$ cat src/rtl/frame_result_ctrl.sv
// Frame result controller: collects per-window classifier verdicts into a
// per-frame summary, reports sequence errors, and drives a person LED with a
// hold-off of HOLD_FR person-free frames before it turns off.
//
// Ports:
//   clk        - single clock, rising edge
//   rst        - asynchronous active-low reset
//   o_valid    - classifier result beat valid
//   is_person  - classifier verdict for the beat
//   sw_id      - slide-window index of the beat
//   sum_valid  - frame summary available (held until sum_ready)
//   sum_ready  - consumer accepts summary
//   sum_cnt    - person windows in frame (saturating)
//   sum_first  - lowest window index with person (all ones if none)
//   sum_person - frame contained at least one person
//   led        - person indicator
//   seq_err    - one-cycle pulse on window sequence violation
//   ovf        - one-cycle pulse when an unconsumed summary was overwritten
module frame_result_ctrl #(
  parameter int unsigned SW_W    = 11,
  parameter int unsigned NUM_SW  = 1200,
  parameter int unsigned HOLD_FR = 8,
  parameter int unsigned CNT_W   = 11
) (
  input  logic             clk,
  input  logic             rst,
  input  logic             o_valid,
  input  logic             is_person,
  input  logic [SW_W-1:0]  sw_id,
  output logic             sum_valid,
  input  logic             sum_ready,
  output logic [CNT_W-1:0] sum_cnt,
  output logic [SW_W-1:0]  sum_first,
  output logic             sum_person,
  output logic             led,
  output logic             seq_err,
  output logic             ovf
);

  localparam int unsigned HOLD_W = $clog2(HOLD_FR + 1);
  localparam logic [SW_W-1:0]   LAST_ID  = SW_W'(NUM_SW - 1);
  localparam logic [CNT_W-1:0]  CNT_MAX  = {CNT_W{1'b1}};
  localparam logic [HOLD_W-1:0] HOLD_VAL = HOLD_W'(HOLD_FR);

  typedef enum logic {IDLE, ACCUM} state_e;

  state_e            state_q, state_d;
  logic [CNT_W-1:0]  cnt_q, cnt_d;
  logic [SW_W-1:0]   first_q, first_d;
  logic [SW_W-1:0]   exp_q, exp_d;
  logic [HOLD_W-1:0] hold_q, hold_d;
  logic              sum_valid_q, sum_valid_d;
  logic [CNT_W-1:0]  sum_cnt_q, sum_cnt_d;
  logic [SW_W-1:0]   sum_first_q, sum_first_d;
  logic              sum_person_q, sum_person_d;
  logic              led_q, led_d;
  logic              seq_err_q, seq_err_d;
  logic              ovf_q, ovf_d;

  logic              complete_c;
  logic [CNT_W-1:0]  acc_cnt_c;
  logic [SW_W-1:0]   acc_first_c;

  // Accumulated values if the current beat is accepted; a zero count doubles
  // as the "no hit yet" flag because the counter saturates instead of wrapping.
  always_comb begin
    acc_cnt_c   = (cnt_q == CNT_MAX) ? cnt_q : cnt_q + CNT_W'(is_person);
    acc_first_c = (cnt_q == '0 && is_person) ? sw_id : first_q;
  end

  // Next-state and output logic.
  always_comb begin
    state_d      = state_q;
    cnt_d        = cnt_q;
    first_d      = first_q;
    exp_d        = exp_q;
    hold_d       = hold_q;
    sum_valid_d  = sum_valid_q & ~sum_ready;
    sum_cnt_d    = sum_cnt_q;
    sum_first_d  = sum_first_q;
    sum_person_d = sum_person_q;
    led_d        = led_q;
    seq_err_d    = 1'b0;
    ovf_d        = 1'b0;
    complete_c   = 1'b0;

    unique case (state_q)
      IDLE: begin
        if (o_valid && sw_id == '0) begin
          state_d = ACCUM;
          cnt_d   = CNT_W'(is_person);
          first_d = is_person ? '0 : '1;
          exp_d   = SW_W'(1);
        end
      end
      ACCUM: begin
        if (o_valid) begin
          if (sw_id == exp_q) begin
            if (sw_id == LAST_ID) begin
              complete_c = 1'b1;
              state_d    = IDLE;
              cnt_d      = '0;
              first_d    = '0;
              exp_d      = '0;
            end else begin
              cnt_d   = acc_cnt_c;
              first_d = acc_first_c;
              exp_d   = exp_q + SW_W'(1);
            end
          end else if (sw_id == '0) begin
            // Out-of-order restart: the new beat opens a fresh frame.
            seq_err_d = 1'b1;
            cnt_d     = CNT_W'(is_person);
            first_d   = is_person ? '0 : '1;
            exp_d     = SW_W'(1);
          end else begin
            seq_err_d = 1'b1;
            state_d   = IDLE;
            cnt_d     = '0;
            first_d   = '0;
            exp_d     = '0;
          end
        end
      end
      default: state_d = IDLE;
    endcase

    // Summary load and LED hold-off on frame completion.
    if (complete_c) begin
      sum_valid_d  = 1'b1;
      sum_cnt_d    = acc_cnt_c;
      sum_first_d  = acc_first_c;
      sum_person_d = (acc_cnt_c != '0);
      ovf_d        = sum_valid_q & ~sum_ready;
      if (acc_cnt_c != '0) begin
        led_d  = 1'b1;
        hold_d = HOLD_VAL;
      end else if (hold_q <= HOLD_W'(1)) begin
        led_d  = 1'b0;
        hold_d = '0;
      end else begin
        hold_d = hold_q - HOLD_W'(1);
      end
    end
  end

  // State and output registers.
  always_ff @(posedge clk or negedge rst) begin
    if (!rst) begin
      state_q      <= IDLE;
      cnt_q        <= '0;
      first_q      <= '0;
      exp_q        <= '0;
      hold_q       <= '0;
      sum_valid_q  <= 1'b0;
      sum_cnt_q    <= '0;
      sum_first_q  <= '0;
      sum_person_q <= 1'b0;
      led_q        <= 1'b0;
      seq_err_q    <= 1'b0;
      ovf_q        <= 1'b0;
    end else begin
      state_q      <= state_d;
      cnt_q        <= cnt_d;
      first_q      <= first_d;
      exp_q        <= exp_d;
      hold_q       <= hold_d;
      sum_valid_q  <= sum_valid_d;
      sum_cnt_q    <= sum_cnt_d;
      sum_first_q  <= sum_first_d;
      sum_person_q <= sum_person_d;
      led_q        <= led_d;
      seq_err_q    <= seq_err_d;
      ovf_q        <= ovf_d;
    end
  end

  assign sum_valid  = sum_valid_q;
  assign sum_cnt    = sum_cnt_q;
  assign sum_first  = sum_first_q;
  assign sum_person = sum_person_q;
  assign led        = led_q;
  assign seq_err    = seq_err_q;
  assign ovf        = ovf_q;

endmodule

$ cat config.mk
export PLATFORM = sky130hd
export DESIGN_NAME = frame_result_ctrl
export DESIGN_NICKNAME = d
export VERILOG_FILES = /design/src/rtl/frame_result_ctrl.sv
export SDC_FILE = /design/constraint.sdc
export NUM_CORES = 1
export LEC_CHECK = 0
export ABC_AREA = 1
export CORE_ASPECT_RATIO = 0.7
export CORE_UTILIZATION = 40
export DETAILED_ROUTE_END_ITERATION = 16
export DONT_BUFFER_PORTS = 1
export PLACE_DENSITY = 0.64
export SLEW_MARGIN = 20
export SYNTH_ARGS = -nofsm -noshare
export SYNTH_HDL_FRONTEND = slang
export SYNTH_SLANG_ARGS = --single-unit
$ cat constraint.sdc
create_clock -name clk -period 1.65 [get_ports clk]
set_input_delay 0.2475 -clock clk [delete_from_list [all_inputs] [get_ports clk]]
set_output_delay 0.2475 -clock clk [all_outputs]
set_load 0.1 [all_outputs]
==> out/metrics.cfg <==
[status]
outcome = finished with violations
violations = negative hold slack, negative setup slack

[sta]
clock.fmax_mhz = 574.8
fin_skew_ns = 0.006470
setup-tns-final_ns = -0.3990
hold_ws_ns = -0.4017
period_needed_ns = 1.740
finalHoldViolCount = 65
fin_ws_ns = -0.08965
slew_violations = 0
fin_crit_sh_pct = 105.4
setup_violations = 8
tightest_slew_ns = 0.4152
slew_headroom_pct = 72.11
rsz0062_at_grt = yes

[power_and_ir_drop]
swShare_pct = 28.68
power_density_nw_per_um2 = 809.8
switchingPower_w = 0.001204
internal_power_w = 0.002995
peakVddDrop_v = 0.0005406
power.share.clock_pct = 40.9
p_leak_nw = 2.509
p_seq_share_pct = 42.1
pwr-share-comb_pct = 17.0
finalPower_w = 0.004199

[global_routing]
grt_max_degree = 66
grt_pass1_wl_mm = 15.54
grt_overflow = 0
grt_usage_pct = 21.39
antenna_found_initial = 0
first_global_vias = 3365

[synth]
synth_seq_cells = 65
synth_top_area_share_pct = 44.31
yosys_warnings = 0
syn_avg_cell_area_sq_um = 7.569
syn_area_sq_um = 3671
synth_sequential_area_ratio_pct = 44.31
synth_top_area_cell = dfrtp_1
synth_nets = 506
synth_area_leaders = dfrtp_1, nand2_1, nand3_1
synth.distinct_cells = 32
netlist_instances = 485

[die]
start_util_pct = 42.25
die_width_microns = 116.5
io_pins = 43
core_area_sq_um = 8688
die_h_microns = 82.15
die_area_sq_um = 9570
rows = 28

[critical_path]
cp.required_ns = 1.87
r2r.worst_path.cells = 10
rrSetupSlack_ns = -0.09
setup.worst_path.class = reg -> reg
cp-end-kind = flop
worstSetupEndpoint = sum_person
startpoint_type = flop
critPathLaunch = cnt_q[0]
worst-path-max-fanout = 4
reg2reg_from = cnt_q[0]
r2r_end = sum_person
arrival_ns = 1.96

[hold_path]
hp-class = in -> async

[clock_tree]
cts_max_path_buffers = 2
path_clk_slew_ns = 0.06
cts_made_buffers = 9
cts-root-buf = clkbuf_16
cts_tree = yes
cts_sinks = 65
htree_num_levels = 3
insertion_delay_ns = 0.34

[routing]
wl_per_cell_microns = 14.75
viasPerCell = 5.105
ant_nets = 0
routed_wl_mm = 10.09
drt-initial-drc-count = 212
drc = 0
vias = 3492
dr.pass1.iters = 4

[placed_design]
gp_congestion = 0.9237
dp_slack_ns = -0.1816
placed_area_sq_um = 4288
port-buffer-count = 0
dp_hpwl_mm = 6.890

[final_layout]
fin_area_sq_um = 5185
final.fill_count = 763
nets = 580
antenna_cells = 0
drive_above_1_share_pct = 37.59
area_growth_pct = 41.24

[run]
cap_violations = 0

-- timing repair --
action	CTS	global route
endpoints found under the setup margin	24	61
setup buffers	1	6
pin swaps	9	41
resized for setup	17	124
endpoints found under the hold margin	65	65
cloned	0	5
-- cell usage after synthesis, drive strengths merged --
| master | n |
|---|---|
| a21boi | 1 |
| a21oi | 2 |
| a31oi | 1 |
| buf | 14 |
| clkbuf | 1 |
| clkinv | 2 |
| dfrtp | 65 |
| ha | 5 |
| inv | 54 |
| nand2 | 160 |
| nand3 | 58 |
| nand4 | 6 |
| nor2 | 40 |
| nor3 | 13 |
| o21ai | 33 |
| o21bai | 1 |
| o22ai | 15 |
| or2 | 1 |
| xnor2 | 5 |
| xor2 | 8 |
-- final cells by class --
type | instances | area, sq um | share of cell area (%)
sequential | 65 | 1629 | 31.42
inverter | 56 | 232.7 | 4.488
tap | 120 | 150.1 | 2.896
clock inverter | 6 | 35.03 | 0.6757
clock buffer | 10 | 229.0 | 4.416
timing repair buffer | 76 | 723.2 | 13.95
timing repair inverter | 1 | 8.758 | 0.1689
multi-input combinational | 350 | 2177 | 41.99
-- power groups by stage --
stage | clock network [W] | logic, W | registers (W)
2_1_floorplan | 0 | 0.000364 | 0.00179
3_3_place_gp | 0 | 0.000551 | 0.00178
3_5_place_dp | 0 | 0.000563 | 0.00179
4_1_cts | 0.00175 | 0.000591 | 0.00176
5_1_grt | 0.00181 | 0.000786 | 0.00178
6_report | 0.00172 | 0.000714 | 0.00177
-- registers in the layout (all words and copies together), names as in the netlist --
name	cells
exp_q	11
sum_valid	1
hold_q	4
sum_first	11
sum_cnt	11
led	1
cnt_q	11
first_q	11
sum_person	1
ovf	1
state_q	1
seq_err	1
-- placed cells by master (no fill, tap or decap), drive strengths merged --
| cell | n |
|---|---|
| a21oi | 2 |
| buf | 73 |
| ha | 5 |
| clkinvlp | 2 |
| or2 | 1 |
| o22ai | 15 |
| nor2 | 40 |
| clkbuf | 13 |
| inv | 56 |
| o21ai | 33 |
| dfrtp | 65 |
| xnor2 | 5 |
| clkinv | 5 |
| nand2 | 161 |
| o21bai | 1 |
| nor3 | 13 |
| a21boi | 1 |
| nand4 | 6 |
| xor2 | 8 |
| a31oi | 1 |
| nand3 | 58 |
-- through the flow --
| step | utilization (%) | cells | hold WS, ns |
|---|---|---|---|
| 2_1_floorplan | - | 485 | -0.04809 |
| 3_3_place_gp | 49.35 | 657 | -0.04675 |
| 3_5_place_dp | 49.35 | 657 | -0.04688 |
| 4_1_cts | 53.05 | 674 | -0.4051 |
| 5_1_grt | 59.68 | 684 | -0.4072 |
| 6_report | 59.68 | 684 | -0.4017 |
-- metal layers --
layer	global-route usage, %	wire (microns)	vias up
met4	6.923	118	0
li1	-	-	1717
met5	0	0	-
met1	28.28	4603	1680
met3	5.474	583	13
met2	34.38	4782	82
-- worst max-delay path, stage by stage (launching register included) --
cell and delay (ns):
dfrtp_1 0.40, ha_4 0.18, ha_4 0.17, nand3_4 0.11, inv_4 0.05, nand2_1 0.06, nand3_1 0.09, nor2_1 0.14
nand3_2 0.15, o21bai_4 0.19, nand2_1 0.07
-- worst min-delay path by stage --
stage,end,slack (ns),cells past startpoint
6_report,cnt_q[7],-0.40,0
5_1_grt,cnt_q[7],-0.41,0
4_1_cts,sum_cnt[8],-0.41,0
3_5_place_dp,sum_cnt[4],-0.05,0
3_3_place_gp,sum_cnt[5],-0.05,0
2_1_floorplan,cnt_q[0],-0.05,0
-- cell families (layout without fill, tap and decap cells) --
group	after synthesis	in the layout	synth area share, %
simple gates	278	279	32.69
buf+inv	71	149	8.589
flops	65	65	44.31
compound gates	53	53	9.612
xor+xnor	13	13	3.102
fa+ha+maj	5	5	1.704
(Power assumes the default switching activity.)
